### src/rtl/mc_core_sequencer_if.sv
// Instruction-fetch and load/store valid-ready buses of the multi-cycle core.
//   master : sequencer side (drives requests, receives responses)
//   slave  : memory/bus side (accepts requests, drives responses)
// Fetch  : ifu_req_valid/ready, ifu_addr, ifu_rsp_valid/data/err
// Data   : lsu_req_valid/ready, lsu_we/addr/wdata/wmask, lsu_rsp_valid/data/err
interface mc_core_sequencer_if #(
  parameter int unsigned ADDR_WIDTH = 32,
  parameter int unsigned DATA_WIDTH = 32
) ();
  logic                    ifu_req_valid;
  logic                    ifu_req_ready;
  logic [ADDR_WIDTH-1:0]   ifu_addr;
  logic                    ifu_rsp_valid;
  logic [DATA_WIDTH-1:0]   ifu_rsp_data;
  logic                    ifu_rsp_err;

  logic                    lsu_req_valid;
  logic                    lsu_req_ready;
  logic                    lsu_we;
  logic [ADDR_WIDTH-1:0]   lsu_addr;
  logic [DATA_WIDTH-1:0]   lsu_wdata;
  logic [DATA_WIDTH/8-1:0] lsu_wmask;
  logic                    lsu_rsp_valid;
  logic [DATA_WIDTH-1:0]   lsu_rsp_data;
  logic                    lsu_rsp_err;

  modport master (
    output ifu_req_valid, ifu_addr,
    input  ifu_req_ready, ifu_rsp_valid, ifu_rsp_data, ifu_rsp_err,
    output lsu_req_valid, lsu_we, lsu_addr, lsu_wdata, lsu_wmask,
    input  lsu_req_ready, lsu_rsp_valid, lsu_rsp_data, lsu_rsp_err
  );

  modport slave (
    input  ifu_req_valid, ifu_addr,
    output ifu_req_ready, ifu_rsp_valid, ifu_rsp_data, ifu_rsp_err,
    input  lsu_req_valid, lsu_we, lsu_addr, lsu_wdata, lsu_wmask,
    output lsu_req_ready, lsu_rsp_valid, lsu_rsp_data, lsu_rsp_err
  );
endinterface

### src/rtl/mc_core_sequencer.sv
// Multi-cycle core sequencer: owns PC, instruction register and load-data
// register; steps fetch / execute / memory / writeback over valid-ready buses
// and qualifies datapath writes with a one-cycle commit pulse.
// Ports:
//   clk, rst        clock, asynchronous active-high reset
//   bus             fetch + load/store buses (master side)
//   inst, pc        instruction register and PC to the datapath
//   dec_load/store/halt, next_pc, mem_addr/wdata/wmask  decoder/ALU results
//   load_data       latched load data for the writeback mux
//   commit          one-cycle write-enable qualifier / PC update
//   halted, fault   stop flag; 0 none, 1 fetch err, 2 data err, 3 timeout
module mc_core_sequencer #(
  parameter int unsigned           DATA_WIDTH = 32,
  parameter int unsigned           ADDR_WIDTH = 32,
  parameter logic [ADDR_WIDTH-1:0] RESET_PC   = 32'h8000_0000,
  parameter int unsigned           TIMEOUT    = 255
) (
  input  logic                    clk,
  input  logic                    rst,
  mc_core_sequencer_if.master     bus,
  output logic [DATA_WIDTH-1:0]   inst,
  output logic [ADDR_WIDTH-1:0]   pc,
  input  logic                    dec_load,
  input  logic                    dec_store,
  input  logic                    dec_halt,
  input  logic [ADDR_WIDTH-1:0]   next_pc,
  input  logic [ADDR_WIDTH-1:0]   mem_addr,
  input  logic [DATA_WIDTH-1:0]   mem_wdata,
  input  logic [DATA_WIDTH/8-1:0] mem_wmask,
  output logic [DATA_WIDTH-1:0]   load_data,
  output logic                    commit,
  output logic                    halted,
  output logic [1:0]              fault
);

  localparam int unsigned CW = (TIMEOUT < 2) ? 1 : $clog2(TIMEOUT);
  localparam logic [CW-1:0] TMO_LAST = CW'((TIMEOUT == 0) ? 0 : TIMEOUT - 1);

  typedef enum logic [2:0] {
    S_RESET, S_IF_REQ, S_IF_WAIT, S_EXEC, S_LS_REQ, S_LS_WAIT, S_WB, S_HALT
  } state_e;

  typedef enum logic [1:0] {
    FLT_NONE, FLT_FETCH, FLT_DATA, FLT_TIMEOUT
  } fault_e;

  state_e        state;
  fault_e        fault_q;
  logic          halt_pend;
  logic [CW-1:0] tmo_cnt;
  logic          tmo_hit;

  assign bus.ifu_addr = pc;
  assign fault        = fault_q;

  // The counter holds the number of cycles already spent waiting in the
  // current handshake state; firing on TMO_LAST gives exactly TIMEOUT cycles.
  always_comb begin
    tmo_hit = (TIMEOUT != 0) && (tmo_cnt == TMO_LAST);
  end

  always_ff @(posedge clk or posedge rst) begin
    if (rst) begin
      state             <= S_RESET;
      pc                <= RESET_PC;
      inst              <= '0;
      load_data         <= '0;
      commit            <= 1'b0;
      halted            <= 1'b0;
      fault_q           <= FLT_NONE;
      halt_pend         <= 1'b0;
      tmo_cnt           <= '0;
      bus.ifu_req_valid <= 1'b0;
      bus.lsu_req_valid <= 1'b0;
      bus.lsu_we        <= 1'b0;
      bus.lsu_addr      <= '0;
      bus.lsu_wdata     <= '0;
      bus.lsu_wmask     <= '0;
    end else begin
      commit <= 1'b0;
      unique case (state)
        S_RESET: begin
          bus.ifu_req_valid <= 1'b1;
          tmo_cnt           <= '0;
          state             <= S_IF_REQ;
        end
        S_IF_REQ: begin
          if (bus.ifu_req_ready) begin
            bus.ifu_req_valid <= 1'b0;
            tmo_cnt           <= '0;
            state             <= S_IF_WAIT;
          end else if (tmo_hit) begin
            bus.ifu_req_valid <= 1'b0;
            fault_q           <= FLT_TIMEOUT;
            halted            <= 1'b1;
            state             <= S_HALT;
          end else begin
            tmo_cnt <= tmo_cnt + CW'(1);
          end
        end
        S_IF_WAIT: begin
          if (bus.ifu_rsp_valid) begin
            if (bus.ifu_rsp_err) begin
              fault_q <= FLT_FETCH;
              halted  <= 1'b1;
              state   <= S_HALT;
            end else begin
              inst  <= bus.ifu_rsp_data;
              state <= S_EXEC;
            end
          end else if (tmo_hit) begin
            fault_q <= FLT_TIMEOUT;
            halted  <= 1'b1;
            state   <= S_HALT;
          end else begin
            tmo_cnt <= tmo_cnt + CW'(1);
          end
        end
        S_EXEC: begin
          if (dec_halt) begin
            halt_pend <= 1'b1;
            commit    <= 1'b1;
            state     <= S_WB;
          end else if (dec_load || dec_store) begin
            // A load+store decode is treated as a load.
            bus.lsu_we        <= dec_store && !dec_load;
            bus.lsu_addr      <= mem_addr;
            bus.lsu_wdata     <= mem_wdata;
            bus.lsu_wmask     <= mem_wmask;
            bus.lsu_req_valid <= 1'b1;
            tmo_cnt           <= '0;
            state             <= S_LS_REQ;
          end else begin
            commit <= 1'b1;
            state  <= S_WB;
          end
        end
        S_LS_REQ: begin
          if (bus.lsu_req_ready) begin
            bus.lsu_req_valid <= 1'b0;
            tmo_cnt           <= '0;
            state             <= S_LS_WAIT;
          end else if (tmo_hit) begin
            bus.lsu_req_valid <= 1'b0;
            fault_q           <= FLT_TIMEOUT;
            halted            <= 1'b1;
            state             <= S_HALT;
          end else begin
            tmo_cnt <= tmo_cnt + CW'(1);
          end
        end
        S_LS_WAIT: begin
          if (bus.lsu_rsp_valid) begin
            if (bus.lsu_rsp_err) begin
              fault_q <= FLT_DATA;
              halted  <= 1'b1;
              state   <= S_HALT;
            end else begin
              if (!bus.lsu_we) load_data <= bus.lsu_rsp_data;
              commit <= 1'b1;
              state  <= S_WB;
            end
          end else if (tmo_hit) begin
            fault_q <= FLT_TIMEOUT;
            halted  <= 1'b1;
            state   <= S_HALT;
          end else begin
            tmo_cnt <= tmo_cnt + CW'(1);
          end
        end
        S_WB: begin
          if (halt_pend) begin
            pc     <= pc + ADDR_WIDTH'(4);
            halted <= 1'b1;
            state  <= S_HALT;
          end else begin
            pc                <= next_pc;
            bus.ifu_req_valid <= 1'b1;
            tmo_cnt           <= '0;
            state             <= S_IF_REQ;
          end
        end
        S_HALT: begin
        end
        default: begin
          state <= S_HALT;
        end
      endcase
    end
  end

endmodule

### src/flat_wrapper.sv
// flat-port wrapper written by rule: the top's interface ports become plain ports
module mc_core_sequencer_flat 
#(
  parameter int unsigned           DATA_WIDTH = 32,
  parameter int unsigned           ADDR_WIDTH = 32,
  parameter logic [ADDR_WIDTH-1:0] RESET_PC   = 32'h8000_0000,
  parameter int unsigned           TIMEOUT    = 255
)
  (clk, rst, inst, pc, dec_load, dec_store, dec_halt, next_pc, mem_addr, mem_wdata, mem_wmask, load_data, commit, halted, fault, bus_ifu_req_valid, bus_ifu_addr, bus_ifu_req_ready, bus_ifu_rsp_valid, bus_ifu_rsp_data, bus_ifu_rsp_err, bus_lsu_req_valid, bus_lsu_we, bus_lsu_addr, bus_lsu_wdata, bus_lsu_wmask, bus_lsu_req_ready, bus_lsu_rsp_valid, bus_lsu_rsp_data, bus_lsu_rsp_err);
  mc_core_sequencer_if #(.ADDR_WIDTH(ADDR_WIDTH), .DATA_WIDTH(DATA_WIDTH)) bus_i ();
  input  logic clk;
  input  logic rst;
  output logic [DATA_WIDTH-1:0] inst;
  output logic [ADDR_WIDTH-1:0] pc;
  input  logic dec_load;
  input  logic dec_store;
  input  logic dec_halt;
  input  logic [ADDR_WIDTH-1:0] next_pc;
  input  logic [ADDR_WIDTH-1:0] mem_addr;
  input  logic [DATA_WIDTH-1:0] mem_wdata;
  input  logic [DATA_WIDTH/8-1:0] mem_wmask;
  output logic [DATA_WIDTH-1:0] load_data;
  output logic commit;
  output logic halted;
  output logic [1:0] fault;
  output wire logic [$bits(bus_i.ifu_req_valid)-1:0] bus_ifu_req_valid;
  output wire logic [$bits(bus_i.ifu_addr)-1:0] bus_ifu_addr;
  input wire logic [$bits(bus_i.ifu_req_ready)-1:0] bus_ifu_req_ready;
  input wire logic [$bits(bus_i.ifu_rsp_valid)-1:0] bus_ifu_rsp_valid;
  input wire logic [$bits(bus_i.ifu_rsp_data)-1:0] bus_ifu_rsp_data;
  input wire logic [$bits(bus_i.ifu_rsp_err)-1:0] bus_ifu_rsp_err;
  output wire logic [$bits(bus_i.lsu_req_valid)-1:0] bus_lsu_req_valid;
  output wire logic [$bits(bus_i.lsu_we)-1:0] bus_lsu_we;
  output wire logic [$bits(bus_i.lsu_addr)-1:0] bus_lsu_addr;
  output wire logic [$bits(bus_i.lsu_wdata)-1:0] bus_lsu_wdata;
  output wire logic [$bits(bus_i.lsu_wmask)-1:0] bus_lsu_wmask;
  input wire logic [$bits(bus_i.lsu_req_ready)-1:0] bus_lsu_req_ready;
  input wire logic [$bits(bus_i.lsu_rsp_valid)-1:0] bus_lsu_rsp_valid;
  input wire logic [$bits(bus_i.lsu_rsp_data)-1:0] bus_lsu_rsp_data;
  input wire logic [$bits(bus_i.lsu_rsp_err)-1:0] bus_lsu_rsp_err;
  assign bus_ifu_req_valid = bus_i.ifu_req_valid;
  assign bus_ifu_addr = bus_i.ifu_addr;
  assign bus_i.ifu_req_ready = bus_ifu_req_ready;
  assign bus_i.ifu_rsp_valid = bus_ifu_rsp_valid;
  assign bus_i.ifu_rsp_data = bus_ifu_rsp_data;
  assign bus_i.ifu_rsp_err = bus_ifu_rsp_err;
  assign bus_lsu_req_valid = bus_i.lsu_req_valid;
  assign bus_lsu_we = bus_i.lsu_we;
  assign bus_lsu_addr = bus_i.lsu_addr;
  assign bus_lsu_wdata = bus_i.lsu_wdata;
  assign bus_lsu_wmask = bus_i.lsu_wmask;
  assign bus_i.lsu_req_ready = bus_lsu_req_ready;
  assign bus_i.lsu_rsp_valid = bus_lsu_rsp_valid;
  assign bus_i.lsu_rsp_data = bus_lsu_rsp_data;
  assign bus_i.lsu_rsp_err = bus_lsu_rsp_err;
  mc_core_sequencer #(.DATA_WIDTH(DATA_WIDTH), .ADDR_WIDTH(ADDR_WIDTH), .RESET_PC(RESET_PC), .TIMEOUT(TIMEOUT)) u_core (.clk(clk), .rst(rst), .bus(bus_i), .inst(inst), .pc(pc), .dec_load(dec_load), .dec_store(dec_store), .dec_halt(dec_halt), .next_pc(next_pc), .mem_addr(mem_addr), .mem_wdata(mem_wdata), .mem_wmask(mem_wmask), .load_data(load_data), .commit(commit), .halted(halted), .fault(fault));
endmodule
### config.mk
export PLATFORM = sky130hd
export DESIGN_NAME = mc_core_sequencer_flat
export DESIGN_NICKNAME = d
export VERILOG_FILES = /design/src/rtl/mc_core_sequencer_if.sv /design/src/rtl/mc_core_sequencer.sv /design/src/flat_wrapper.sv
export SDC_FILE = /design/constraint.sdc
export NUM_CORES = 1
export LEC_CHECK = 0
export ABC_CLOCK_PERIOD_IN_PS = 8100
export BUFFER_PORTS_ARGS = -buffer_cell sky130_fd_sc_hd__buf_2
export CORE_ASPECT_RATIO = 0.7
export CORE_MARGIN = 1.5
export CORE_UTILIZATION = 30
export CTS_CLUSTER_SIZE = 8
export DETAILED_ROUTE_END_ITERATION = 8
export PLACE_DENSITY = 0.66
export SKIP_LAST_GASP = 1
export SYNTH_ARGS = -nofsm -noshare
export SYNTH_HDL_FRONTEND = slang
export SYNTH_SLANG_ARGS = --single-unit
### constraint.sdc
create_clock -name clk -period 8.1 [get_ports clk]
set_clock_uncertainty 0.1 [all_clocks]
set_input_delay 1.215 -clock clk [delete_from_list [all_inputs] [get_ports clk]]
set_output_delay 1.215 -clock clk [all_outputs]
set_load 0.02 [all_outputs]
==> results_dict.tcl, run 1 <==
set metrics [dict create \
    ys_ff_latch 183 \
    p_per_area_nw_per_um2 184 \
    setup-violations-final 0 \
    setup_slack_ns 5.30 \
    synth_edf_count 0 \
    p_comb_share_pct 8.8 \
    hpwlAfterDp_um 17100 \
    cp.required_ns 8.34 \
    ys_seq_area_share_pct 55.9 \
    layout.nets 1190 \
    syn2layout_area_growth_pct 32.0 \
    multi_input_area_um2 3170 \
    cts_hold_buf 0 \
    num_vias 6657 \
    switching_share_pct 26.2 \
    slowest_stage "or4_1" \
    intPower_mw 1.47 \
    rsz0062_at_grt "false" \
    timing.final.crit_period_ns 2.80 \
    drt_first_iter_violations 347 \
    post_cts_buffers 0 \
    hold_viol 0 \
    rows 50 \
    cts_tree "done" \
    cp-start-kind "register" \
    clock_latency_ns 0.43 \
    final_cell_area_um2 10800 \
    cts_max_path_buffers 2 \
    vias_per_cell 4.79 \
    die_w_um 201 \
    final_cells 1390 \
    root_buffer "clkbuf_16" \
    cap_violations 0 \
    die_y_um 141 \
    p_leak_nw 5.69 \
    h-tree-depth 4 \
    cts_resized 0 \
    synth-main-ff-cell "dfrtp_1" \
    fill_cells 2658 \
    io_buffer_count 377 \
    die_area_um2 28300 \
    antenna_found_initial 1 \
    post-route-period-util_pct 34.5 \
    status "complete, no violations" \
    synth_fp_nets 857 \
    worst_path_dominant_cell_family "simple AND/OR/NAND/NOR gates" \
    relSlewSlack_pct 27.4 \
    vdd_drop_max_mv 0.135 \
    place_ws_ns 4.88 \
    r2r_slack_ns 5.30 \
    wl_per_cell_um 16.8 \
    synth_async_sr_flop_share_pct 100 \
    seq_power_share_pct 48.2 \
    yosys_warnings 0 \
    netlist_instances 679 \
    setup_tns_ns 0 \
    place_inst 1357 \
    finalWirelength_um 23300 \
    ios 378 \
    slowest_delay_ns 0.72 \
    dr.pass1.iters 5 \
    fmax_mhz 357 \
    grt_max_degree 118 \
    numCtsBuffers 17 \
    arrival_ns 3.04 \
    ant_nets 0 \
    clk_pin_slew_ns 0.07 \
    final_util_pct 40.4 \
    gp_congestion 0.831 \
    grt_pass1_wl_um 36800 \
    cp-end-kind "register" \
    ys_types 58 \
    p_switching_mw 0.522 \
    core_area_um2 26800 \
    seqCellArea_um2 4580 \
    netlist_area_um2 8190 \
    drive_gt1_share_pct 55.0 \
    p_clk_share_pct 43.1 \
    placed_cell_area_um2 10200 \
    drv_slew 0 \
    grt_overflow 0 \
    initial_core_util_pct 30.6 \
    syn_area_per_cell_um2 12.1 \
    drc_errors 0 \
    track_usage_pct 16.5 \
    cp_cell_sequence "ha_1 -> nand3_4 -> or4_1 -> or4_4 -> o211a_1 -> a211oi_1" \
    clock_sinks 183 \
    tightest_slew_ns 1.08 \
    hold_path.class "reg2reg" \
    critical_path_class "reg2reg" \
    cp_max_fo 8 \
    grt_pass1_vias 6728 \
    cp.buffers_inverters 0 \
]
[through the flow]
stage	total power, mW	hold slack, ns
floorplan	1.07	0.378
global placement	1.15	0.351
detailed placement	1.16	0.359
CTS	2.03	0.382
global route	2.08	0.404
finish	1.99	0.366
[cells in the final DEF, fill, tap and decap left out, types with 11 or more instances in the layout]
cell type,synthesis,final
a21oi_1,40,40
a31oi_1,11,11
buf_2,1,377
clkbuf_16,0,17
dfrtp_1,182,181
inv_1,13,12
mux2_2,135,135
nand2_1,42,42
nand3_1,16,16
nor2_1,30,30
o21ai_0,27,27
o22ai_1,14,14
[cell type report]
cell class                 count  share of cell area [%]
sequential                   183                    42.4
multi-input combinational    413                    29.3
timing repair buffer         384                    17.9
tap                          364                    4.21
clock buffer                  19                    4.19
clock inverter                13                    1.48
inverter                      13                   0.521
antenna                        1                  0.0231
[power by group through the flow]
| stage | clock [mW] | combinational, mW | sequential, mW |
|---|---|---|---|
| final | 0.859 | 0.175 | 0.960 |
| after detailed placement | 0 | 0.178 | 0.978 |
| after global placement | 0 | 0.175 | 0.977 |
| after floorplan | 0 | 0.0584 | 1.01 |
| after CTS | 0.889 | 0.179 | 0.960 |
| after global routing | 0.920 | 0.193 | 0.964 |
[cells by family (layout without fill, tap and decap cells)]
logic type	after synthesis	after routing	synth area share [%]
AOI/OAI and AO/OA	137	137	10.8
and+or+nand+nor	137	137	8.54
buffers and inverters	83	429	5.65
DFF	183	183	55.9
other	0	1	0
muxes	136	136	18.7
adders and majority gates	3	3	0.458
[worst paths after layout]
| check | from | endpoint | cells after the start |
|---|---|---|---|
| setup / recovery | u_core.bus.ifu_addr[2] | u_core.bus.ifu_addr[28] | 6 |
| hold reg to reg | u_core.halted | u_core.halted | 2 |
| max in group asynchronous | rst | u_core.halt_pend | 3 |
| min in group asynchronous | rst | u_core.load_data[26] | 2 |
| hold / removal | u_core.halted | u_core.halted | 2 |
| setup reg to reg | u_core.bus.ifu_addr[2] | u_core.bus.ifu_addr[28] | 6 |
[routing by layer]
layer	wire length [um]	up-vias	track usage, %	share of wire [%]
met5	0	-	0	0
met4	257	0	4.67	1.1
met3	1820	20	5.65	7.8
met2	11100	228	26.2	48
met1	10200	3285	21.4	44
li1	-	3124	-	-
[cell usage after synthesis, types with 3 or more instances]
cell type / n / area, um2
dfrtp_1: 182 / 4550
mux2_2: 135 / 1520
nand2_1: 42 / 158
a21oi_1: 40 / 200
buf_4: 32 / 240
nor2_1: 30 / 113
clkbuf_1: 27 / 101
o21ai_0: 27 / 135
nand3_1: 16 / 80.1
o22ai_1: 14 / 87.6
inv_1: 13 / 48.8
a31oi_1: 11 / 68.8
nor3_1: 9 / 45.0
and3_1: 8 / 50.1
a2bb2oi_1: 7 / 61.3
buf_1: 6 / 22.5
nand4_1: 6 / 37.5
or3_1: 6 / 37.5
a211oi_1: 5 / 37.5
a311oi_1: 4 / 35.0
buf_6: 4 / 45.0
o22a_1: 4 / 35.0
ha_1: 3 / 37.5
nor4_1: 3 / 18.8
o31ai_1: 3 / 22.5
o32ai_1: 3 / 26.3
[sequential cells by signal, summed over array words and instances, names as in the netlist, 2 cells and up]
signal                flops
u_core.state              3
u_core.bus.lsu_wmask      4
u_core.tmo_cnt            8
u_core.inst              32
u_core.fault              2
u_core.bus.ifu_addr      32
u_core.bus.lsu_addr      32
u_core.bus.lsu_wdata     32
u_core.load_data         32
[worst min-delay path, cell delays in order, from the launching register on]
cell and delay (ns):
dfrtp_1 0.35, inv_1 0.04, o41ai_1 0.05
No activity file was read; power rests on OpenSTA's default activity.
==> inputs of run 2 (changes only) <==
--- a/config.mk
+++ b/config.mk
@@ -5,7 +5,7 @@
 export SDC_FILE = /design/constraint.sdc
 export NUM_CORES = 1
 export LEC_CHECK = 0
-export ABC_CLOCK_PERIOD_IN_PS = 8100
+export ABC_CLOCK_PERIOD_IN_PS = 2660
 export BUFFER_PORTS_ARGS = -buffer_cell sky130_fd_sc_hd__buf_2
 export CORE_ASPECT_RATIO = 0.7
 export CORE_MARGIN = 1.5
==> constraint.sdc (replaced) <==
create_clock -name clk -period 2.66 [get_ports clk]
set_clock_uncertainty 0.1 [all_clocks]
set_input_delay 0.399 -clock clk [delete_from_list [all_inputs] [get_ports clk]]
set_output_delay 0.399 -clock clk [all_outputs]
set_load 0.02 [all_outputs]
==> run 2 against run 1 <==
Effect of this change: final area grew 1.7%; global-route usage grew 0.58 points; wire length grew 4.2%; non-clock buffer count grew 21; power grew to 3.0 times the previous value; sequential power grew to 3.0 times the previous value; final cell count grew 1.5%; register-to-register slack lost 5.1 ns; largest power group unchanged.
==> results_dict.tcl, run 2 (synthesis gave the netlist of run 1 again) <==
set metrics [dict create \
    cp-end-kind "register" \
    met1_usage_pct 21.4 \
    gp_congestion 0.829 \
    grt_max_degree 102 \
    hold_path.class "in2reg" \
    cts_tree "done" \
    setup_slack_ns 0.175 \
    seqCellArea_um2 4580 \
    grt-busiest-layer "met2" \
    multi_input_area_um2 3160 \
    clk_pin_slew_ns 0.08 \
    vias_per_cell 4.84 \
    vdd_drop_max_mv 0.412 \
    arrival_ns 2.73 \
    path_depth 6 \
    clock_latency_ns 0.43 \
    track_usage_pct 17.0 \
    setup-violations-final 0 \
    hpwlAfterDp_um 18100 \
    cp.buffers_inverters 0 \
    timing.final.crit_period_ns 2.48 \
    num_vias 6825 \
    die_y_um 141 \
    fill_cells 2648 \
    cp.required_ns 2.91 \
    numCtsBuffers 17 \
    final_cell_mix "377 x buf_2, 181 x dfrtp_1, 135 x mux2_2" \
    post-route-period-util_pct 93.4 \
    drive_gt1_share_pct 55.7 \
    die_w_um 201 \
    slowest_delay_ns 0.60 \
    grt_pass1_vias 6881 \
    antenna_found_initial 4 \
    setup_tns_ns 0 \
    met2_usage_pct 27.0 \
    p_per_area_nw_per_um2 544 \
    r2r-end "u_core.bus.ifu_addr[28]" \
    wl_per_cell_um 17.2 \
    die_area_um2 28300 \
    core_area_um2 26800 \
    h-tree-depth 4 \
    initial_core_util_pct 30.6 \
    drc_errors 0 \
    cp-start-kind "register" \
    grt_pass1_wl_um 37900 \
    layout.nets 1211 \
    final_util_pct 41.1 \
    cp_cell_sequence "ha_1 -> nand3_4 -> or4_1 -> or4_4 -> o211a_1 -> a211oi_1" \
    placed_cell_area_um2 10400 \
    hold_viol 0 \
    hp-start "dec_load" \
    root_buffer "clkbuf_16" \
    place_ws_ns 0.173 \
    relSlewSlack_pct 58.9 \
    slowest_stage "or4_1" \
    cts_max_path_buffers 2 \
    holdPathStages 2 \
    syn2layout_area_growth_pct 34.2 \
    grt_overflow 0 \
    holdPathEnd "u_core.bus.lsu_we" \
    reg2reg_depth 6 \
    reg2reg_from "u_core.bus.ifu_addr[2]" \
    dr.pass1.iters 5 \
    ios 378 \
    cts_resized 0 \
    grt_use_met3_pct 5.79 \
    r2r_slack_ns 0.18 \
    drt_first_iter_violations 358 \
    power_mw 5.98 \
    cp_max_fo 8 \
    drv_slew 0 \
    critical_path_class "reg2reg" \
    layout_commonest_cell "buf_2" \
    rsz0062_at_grt "false" \
    tightest_slew_ns 0.616 \
    io_buffer_count 377 \
    worst_path_dominant_cell_family "simple AND/OR/NAND/NOR gates" \
    clock_sinks 183 \
    holdWs_ns 0.0532 \
    final_cell_area_um2 11000 \
    ant_nets 0 \
    finalWirelength_um 24300 \
    place_inst 1377 \
    fmax_mhz 402 \
    rows 50 \
    cap_violations 0 \
    p_leak_nw 5.79 \
    status "complete, no violations" \
    final_cells 1411 \
]
-- run 2: cell types whose count changed in the layout (fill, tap and decap cells not counted) --
cell	delta
buf_4	+14
buf_12	+6
clkinv_8	-2
diode_2	+2
a311oi_1	+1
a311oi_2	-1
bufinv_16	-1
dlygate4sd3_1	+1
inv_6	+1
-- run 2: cell type report --
class                   count  area share (%)
diodes                      3          0.0683
clock buffers              19            4.12
clock inverters            11            1.00
inverters                  13           0.478
multi-input cells         413            28.7
flip-flops and latches    183            41.7
well taps                 364            4.14
repair buffers            405            19.8
-- run 2: what timing repair did --
action / CTS / global route
hold endpoints to repair: 15 / 0
setup buffers: 0 / 0
hold buffers: 1 / 0
-- run 2: worst max-delay path by stage --
| stage | start | slack [ns] | to |
|---|---|---|---|
| 3_5_place_dp | u_core.bus.ifu_addr[2] | 0.17 | u_core.bus.ifu_addr[28] |
| 4_1_cts | u_core.bus.ifu_addr[2] | 0.15 | u_core.bus.ifu_addr[28] |
| 5_1_grt | u_core.bus.ifu_addr[3] | 0.08 | u_core.bus.ifu_addr[28] |
| 6_report | u_core.bus.ifu_addr[2] | 0.18 | u_core.bus.ifu_addr[28] |
| 3_3_place_gp | u_core.bus.ifu_addr[2] | 0.18 | u_core.bus.ifu_addr[28] |
| 2_1_floorplan | rst | -0.19 | u_core.bus.ifu_addr[0] |
-- run 2: routing by layer --
metal  vias to the layer above  routed length [um]
met5                         -                  13
met4                         2                 608
met3                        33                1980
met2                       287               11600
met1                      3346               10200
li1                       3157                   -
-- run 2: power breakdown --
part	switching, mW	internal (mW)	total (mW)	leakage [nW]
registers	0.0481	2.86	2.91	2.40
logic	0.331	0.247	0.578	3.11
clock network	1.21	1.28	2.49	0.275
total	1.59	4.39	5.98	5.79
